<file path="src/rtl/sha256_round_sequencer.sv">
// Feeds an external SHA-256 round core one 512-bit block: buffers W0..W15, expands the schedule, adds the feed-forward.
// Optional define SHA_SEQ_CHAIN_EN adds a chain input so a block can continue from the previous digest.
module sha256_round_sequencer (
  input  logic         clk,
  input  logic         rst,
  input  logic         start,
  input  logic [255:0] h_init,
`ifdef SHA_SEQ_CHAIN_EN
  input  logic         chain,
`endif
  input  logic         msg_valid,
  output logic         msg_ready,
  input  logic [31:0]  msg_word,
  output logic         core_mode,
  output logic [5:0]   core_round_n,
  output logic [31:0]  core_wi,
  output logic [255:0] core_init,
  input  logic [255:0] core_state,
  output logic         busy,
  output logic         done,
  output logic [255:0] digest
);

  typedef enum logic [2:0] {IDLE, FILL, LOAD, ROUND, DONE} state_t;

  state_t        state_q;
  logic [3:0]    cnt_q;
  logic [5:0]    round_q;
  logic [31:0]   win_q [16];
  logic [255:0]  hinit_q;
  logic [255:0]  digest_q;
  logic [31:0]   wi_q;
  logic          mode_q;
  logic          ready_q;
  logic          busy_q;
  logic          done_q;
  logic [31:0]   w16_d;
  logic [255:0]  hstart_d;

  function automatic logic [31:0] sig0(input logic [31:0] x);
    return {x[6:0], x[31:7]} ^ {x[17:0], x[31:18]} ^ (x >> 3);
  endfunction

  function automatic logic [31:0] sig1(input logic [31:0] x);
    return {x[16:0], x[31:17]} ^ {x[18:0], x[31:19]} ^ (x >> 10);
  endfunction

  // win_q[0] is always the current W_t; the next word enters at win_q[15].
  always_comb begin
    w16_d = sig1(win_q[14]) + win_q[9] + sig0(win_q[1]) + win_q[0];
  end

  always_comb begin
    hstart_d = h_init;
`ifdef SHA_SEQ_CHAIN_EN
    if (chain) hstart_d = digest_q;
`endif
  end

  always_ff @(posedge clk) begin
    if (rst) begin
      state_q  <= IDLE;
      cnt_q    <= '0;
      round_q  <= '0;
      hinit_q  <= '0;
      digest_q <= '0;
      wi_q     <= '0;
      mode_q   <= 1'b0;
      ready_q  <= 1'b0;
      busy_q   <= 1'b0;
      done_q   <= 1'b0;
      for (int unsigned i = 0; i < 16; i++) win_q[i] <= '0;
    end else begin
      done_q <= 1'b0;
      case (state_q)
        IDLE: begin
          if (start) begin
            hinit_q <= hstart_d;
            cnt_q   <= '0;
            state_q <= FILL;
            ready_q <= 1'b1;
            busy_q  <= 1'b1;
          end
        end
        FILL: begin
          if (msg_valid) begin
            for (int unsigned i = 0; i < 15; i++) win_q[i] <= win_q[i+1];
            win_q[15] <= msg_word;
            cnt_q     <= cnt_q + 4'd1;
            if (cnt_q == 4'd15) begin
              state_q <= LOAD;
              ready_q <= 1'b0;
              mode_q  <= 1'b1;
              // after this shift the old win_q[1] lands at W0
              wi_q    <= win_q[1];
            end
          end
        end
        LOAD: begin
          state_q <= ROUND;
          mode_q  <= 1'b0;
          round_q <= '0;
          wi_q    <= win_q[0];
        end
        ROUND: begin
          for (int unsigned i = 0; i < 15; i++) win_q[i] <= win_q[i+1];
          win_q[15] <= w16_d;
          if (round_q == 6'd63) begin
            state_q <= DONE;
            round_q <= '0;
            wi_q    <= '0;
            done_q  <= 1'b1;
            for (int unsigned i = 0; i < 8; i++)
              digest_q[i*32 +: 32] <= hinit_q[i*32 +: 32] + core_state[i*32 +: 32];
          end else begin
            round_q <= round_q + 6'd1;
            wi_q    <= win_q[1];
          end
        end
        DONE: begin
          state_q <= IDLE;
          busy_q  <= 1'b0;
        end
        default: state_q <= IDLE;
      endcase
    end
  end

  assign msg_ready    = ready_q;
  assign core_mode    = mode_q;
  assign core_round_n = round_q;
  assign core_wi      = wi_q;
  assign core_init    = hinit_q;
  assign busy         = busy_q;
  assign done         = done_q;
  assign digest       = digest_q;

endmodule
</file>
<file path="config.mk">
export PLATFORM = sky130hd
export DESIGN_NAME = sha256_round_sequencer
export DESIGN_NICKNAME = d
export VERILOG_FILES = /design/src/rtl/sha256_round_sequencer.sv
export SDC_FILE = /design/constraint.sdc
export NUM_CORES = 2
export LEC_CHECK = 0
export BUFFER_PORTS_ARGS = -buffer_cell sky130_fd_sc_hd__buf_4
export CORE_AREA = 3 3 424 426
export CTS_CLUSTER_DIAMETER = 40
export DETAILED_ROUTE_END_ITERATION = 10
export DIE_AREA = 0 0 427 429
export GPL_ROUTABILITY_DRIVEN = 0
export PLACE_DENSITY = 0.55
export SLEW_MARGIN = 20
export SYNTH_ARGS = -nofsm -noshare
export SYNTH_HDL_FRONTEND = slang
export SYNTH_SLANG_ARGS = --single-unit
</file>
<file path="constraint.sdc">
create_clock -name clk -period 8.7 [get_ports clk]
set_input_delay 0.435 -clock clk [delete_from_list [all_inputs] [get_ports clk]]
set_output_delay 0.435 -clock clk [all_outputs]
set_load 0.01 [all_outputs]
</file>
==> metrics.txt <==
# TYPE chip_impl_metric gauge
chip_impl_info{name="status",value="finished, final reports clean"} 1
chip_impl_metric{name="placeableCoreArea",unit="sq um"} 176000
chip_impl_metric{name="synth.lib_cells_used.distinct",unit=""} 73
chip_impl_metric{name="synth-edff-count",unit=""} 512
chip_impl_metric{name="leakage",unit="uW"} 0.0319
chip_impl_metric{name="die_h",unit="microns"} 429
chip_impl_metric{name="seqPwrFrac",unit="%"} 32.8
chip_impl_metric{name="grt_pass1_vias",unit=""} 48300
chip_impl_info{name="min_from",value="h_init[255]"} 1
chip_impl_info{name="critical_path.slowest_cell",value="sky130_fd_sc_hd__o31ai_1"} 1
chip_impl_metric{name="final_layout_size_suffix_gt1_share",unit="%"} 21.1
chip_impl_metric{name="post-route-period-util",unit="%"} 65.5
chip_impl_info{name="final_cell_mix",value="1,137 x sky130_fd_sc_hd__buf_4, 1,014 x sky130_fd_sc_hd__nand2_1, 701 x sky130_fd_sc_hd__a21oi_1"} 1
chip_impl_metric{name="timing.final.ws_setup",unit="ps"} 3000
chip_impl_metric{name="slew_violations",unit=""} 0
chip_impl_metric{name="detail_route.first_pass.iterations",unit=""} 6
chip_impl_metric{name="max_stage_delay",unit="ps"} 610
chip_impl_info{name="layout.cells.most_common",value="sky130_fd_sc_hd__buf_4"} 1
chip_impl_info{name="ys_dominant_reg_cell",value="sky130_fd_sc_hd__dfxtp_1"} 1
chip_impl_metric{name="pwr-share-clk",unit="%"} 45.0
chip_impl_metric{name="cts.path.max_buffers",unit=""} 3
chip_impl_metric{name="routed_via_density",unit=""} 5.16
chip_impl_metric{name="clk_pin_slew_worst_paths",unit="ps"} 60
chip_impl_metric{name="post-route-min-period",unit="ps"} 5700
chip_impl_info{name="clock_tree.root_cell",value="sky130_fd_sc_hd__clkbuf_16"} 1
chip_impl_metric{name="power.switching_fraction",unit="%"} 31.4
chip_impl_metric{name="yosys_warnings",unit=""} 0
chip_impl_metric{name="floorplan.die_area",unit="sq um"} 183000
chip_impl_metric{name="yosys_register_bits",unit=""} 1073
chip_impl_metric{name="fillCellCount",unit=""} 17200
chip_impl_info{name="hold_path_class",value="in -> reg"} 1
chip_impl_metric{name="synthesis.instances",unit=""} 5728
chip_impl_metric{name="totalNegativeSetupSlack",unit="ps"} 0
chip_impl_metric{name="detailedPlacementHpwl",unit="microns"} 203000
chip_impl_metric{name="worstSkewPairLatency",unit="ps"} 830
chip_impl_metric{name="preCtsSetupSlack",unit="ps"} 3270
chip_impl_metric{name="dr.first_iter.drc_count",unit=""} 4298
chip_impl_metric{name="die-width",unit="microns"} 427
chip_impl_metric{name="p_sw",unit="uW"} 5640
chip_impl_metric{name="grt_first_pass_wirelength",unit="microns"} 357000
chip_impl_metric{name="postCtsSetupRepairBufs",unit=""} 0
chip_impl_metric{name="critical_path_required",unit="ps"} 9370
chip_impl_info{name="critical_path.startpoint",value="win_q[1][212]"} 1
chip_impl_metric{name="power.share.combinational",unit="%"} 22.3
chip_impl_metric{name="multi_input_area",unit="sq um"} 26300
chip_impl_metric{name="synth_sequential_area_ratio",unit="%"} 48.7
chip_impl_metric{name="ant_nets",unit=""} 0
chip_impl_metric{name="tritoncts.num_buffers",unit=""} 194
chip_impl_metric{name="syn_avg_cell_area",unit="sq um"} 9.54
chip_impl_metric{name="drv_cap",unit=""} 0
chip_impl_metric{name="r2r_setup_slack",unit="ps"} 3000
chip_impl_metric{name="maxClockFrequency",unit="MHz"} 176
chip_impl_metric{name="mappedNetlistArea",unit="sq um"} 54600
chip_impl_info{name="worst-setup-path-type",value="reg -> reg"} 1
chip_impl_metric{name="worst_ep_arrival_time",unit="ps"} 6370
chip_impl_metric{name="finish.net_count",unit=""} 7929
chip_impl_metric{name="power.internal",unit="uW"} 12300
chip_impl_metric{name="starting_utilization_of_the_core_area",unit="%"} 31.0
chip_impl_metric{name="tightest_slew",unit="ps"} 1110
chip_impl_info{name="critical_path.cell_chain",value="xnor2_1, xnor2_1, fa_1, inv_1, fa_1, inv_1, ha_1, inv_1, fa_1, nor2b_1, o21ai_0, a21oi_1, o21ai_0, o31ai_1, o311ai_0, a31oi_1, a31oi_1, or4_1, nand3_1"} 1
chip_impl_metric{name="initial_antenna_violation_count",unit=""} 57
chip_impl_metric{name="global_route.usage.total",unit="%"} 27.2
chip_impl_metric{name="vdd_drop_max",unit="mV"} 0.177
chip_impl_metric{name="globalRouteOverflowTotal",unit=""} 0
chip_impl_metric{name="fp-row-count",unit=""} 154
chip_impl_info{name="grt_setup_unrepaired",value="no"} 1
chip_impl_metric{name="drt_drc_violations_left",unit=""} 0
chip_impl_metric{name="cts.sinks",unit=""} 1073
chip_impl_metric{name="maximum_number_of_pins_on_one_net_before_global_route_repair",unit=""} 187
chip_impl_info{name="cts_tree",value="yes"} 1
chip_impl_metric{name="sequential_cell_area",unit="sq um"} 26600
chip_impl_metric{name="maxSlewHeadroom",unit="%"} 26.2
chip_impl_metric{name="finalClockSkew",unit="ps"} 80.9
chip_impl_info{name="critical_path.startpoint_type",value="flop"} 1
chip_impl_metric{name="postCtsResizedCells",unit=""} 0
chip_impl_metric{name="crit_buf_inv",unit=""} 3
chip_impl_metric{name="io_buffer_count",unit=""} 1101
chip_impl_info{name="worst_setup_path_end_kind",value="flop"} 1
chip_impl_metric{name="power_density",unit="nW/um^2"} 240
chip_impl_metric{name="routed_wire_length_per_instance",unit="microns"} 26.9
chip_impl_metric{name="io-pin-count",unit=""} 1102
chip_impl_info{name="cpLargestDelayFamily",value="compound AO/OA/AOI/OAI gates"} 1
chip_impl_metric{name="final-hold-violation-count",unit=""} 0
chip_impl_info{name="worstReg2RegStart",value="win_q[1][212]"} 1
chip_impl_metric{name="worst-path-max-fanout",unit=""} 4
chip_impl_metric{name="finalPower",unit="uW"} 18000
chip_impl_metric{name="area.growth.synth_to_final",unit="%"} 36.8
chip_impl_metric{name="cts-htree-levels",unit=""} 4
chip_impl_metric{name="hold_buffers",unit=""} 240
chip_impl_metric{name="vias",unit=""} 49400
chip_impl_metric{name="synthArstFlopShare",unit="%"} 0
chip_impl_metric{name="setup_viol",unit=""} 0
chip_impl_metric{name="finalWirelength",unit="microns"} 257000
chip_impl_metric{name="synthesis.nets",unit=""} 6627
-- path summary, 6_finish.rpt --
kind,end,cells after the start
setup / recovery,win_q[1][253],19
hold / removal,core_init[255],3
setup reg to reg,win_q[1][253],19
hold reg to reg,digest[2],2
-- flip-flops by register name, summed over array words and instances (netlist names) --
name	flops
core_mode	1
done	1
core_round_n	6
busy	1
state_q	3
digest	256
cnt_q	4
win_q	512
msg_ready	1
core_init	256
core_wi	32
-- cell type report --
class,instances,share of cell area (%)
inverter,212,1.06
antenna,33,0.110
multi-input combinational,4165,35.1
timing repair buffer,1384,14.8
clock inverter,141,2.50
tap,2340,3.92
clock buffer,227,6.87
sequential,1073,35.6
-- synth_stat cells, types with 15 or more instances --
master                        n  area [sq um]
sky130_fd_sc_hd__a211oi_1    95           713
sky130_fd_sc_hd__a21o_1     164          1230
sky130_fd_sc_hd__a21oi_1    701          3510
sky130_fd_sc_hd__a22oi_1     35           263
sky130_fd_sc_hd__a31oi_1     28           175
sky130_fd_sc_hd__and2_1     337          2110
sky130_fd_sc_hd__and3_1      36           225
sky130_fd_sc_hd__clkbuf_1   268          1010
sky130_fd_sc_hd__dfxtp_1    561         11200
sky130_fd_sc_hd__edfxtp_1   512         15400
sky130_fd_sc_hd__fa_1        70          1400
sky130_fd_sc_hd__ha_1       281          3520
sky130_fd_sc_hd__inv_1      211           792
sky130_fd_sc_hd__nand2_1   1019          3820
sky130_fd_sc_hd__nand2b_1    39           244
sky130_fd_sc_hd__nand3_1     74           370
sky130_fd_sc_hd__nand3b_1    15           113
sky130_fd_sc_hd__nand4_1     29           181
sky130_fd_sc_hd__nor2_1     214           803
sky130_fd_sc_hd__nor2b_1    192          1200
sky130_fd_sc_hd__nor3_1      52           260
sky130_fd_sc_hd__o211ai_1    18           135
sky130_fd_sc_hd__o21a_1      29           218
sky130_fd_sc_hd__o21ai_0    173           866
sky130_fd_sc_hd__o21bai_1    35           263
sky130_fd_sc_hd__o31ai_1     15           113
sky130_fd_sc_hd__or3_1       23           144
sky130_fd_sc_hd__xnor2_1    242          2120
sky130_fd_sc_hd__xor2_1     100           876
-- worst register-to-register path, stage by stage, from the launching register on --
cell and delay, ps:
sky130_fd_sc_hd__edfxtp_1 470, sky130_fd_sc_hd__xnor2_1 190, sky130_fd_sc_hd__xnor2_1 310, sky130_fd_sc_hd__fa_1 480, sky130_fd_sc_hd__inv_1 80, sky130_fd_sc_hd__fa_1 410, sky130_fd_sc_hd__inv_1 90, sky130_fd_sc_hd__ha_1 200
sky130_fd_sc_hd__inv_1 70, sky130_fd_sc_hd__fa_1 430, sky130_fd_sc_hd__nor2b_1 170, sky130_fd_sc_hd__o21ai_0 120, sky130_fd_sc_hd__a21oi_1 330, sky130_fd_sc_hd__o21ai_0 260, sky130_fd_sc_hd__o31ai_1 610, sky130_fd_sc_hd__o311ai_0 330
sky130_fd_sc_hd__a31oi_1 350, sky130_fd_sc_hd__a31oi_1 150, sky130_fd_sc_hd__or4_1 420, sky130_fd_sc_hd__nand3_1 100
-- stage by stage --
step / hold WS (ps) / instances / utilization, % / area (sq um)
after CTS: 0.0531 / 9541 / 42.4 / 74700
after global routing: 9.56 / 9563 / 42.4 / 74800
after global placement: 440 / 8933 / 37.1 / 65300
final: 25.5 / 9575 / 42.5 / 74800
after detailed placement: 445 / 8933 / 37.1 / 65300
after floorplan: 476 / 5728 / - / 54600
-- power by group through the flow --
stage	logic, uW	clock network [uW]	registers, uW
final	4000	8080	5890
after global routing	4350	8440	5900
after CTS	3950	8210	5880
after detailed placement	3810	0	5980
after global placement	3800	0	5970
after floorplan	2450	0	5910
-- cells by family (layout without fill, tap and decap cells) --
logic type,after synthesis,in the layout,share of synthesized area (%)
other cells,0,33,0
mux,1,1,0.0183
flops,1073,1073,48.7
simple gates,2066,2066,17.8
xor+xnor,342,342,5.48
compound gates,1405,1405,15.6
fa+ha+maj,351,351,9.00
buf+inv,490,1964,3.37
-- per-layer routing --
metal	up-vias	track usage, %	wire length [microns]
met1	24100	33.1	102000
met2	2194	42.0	116000
met3	565	9.22	24500
met4	16	14.8	15700
met5	-	0	110
li1	22600	-	-
No activity file was read; power rests on OpenSTA's default activity.
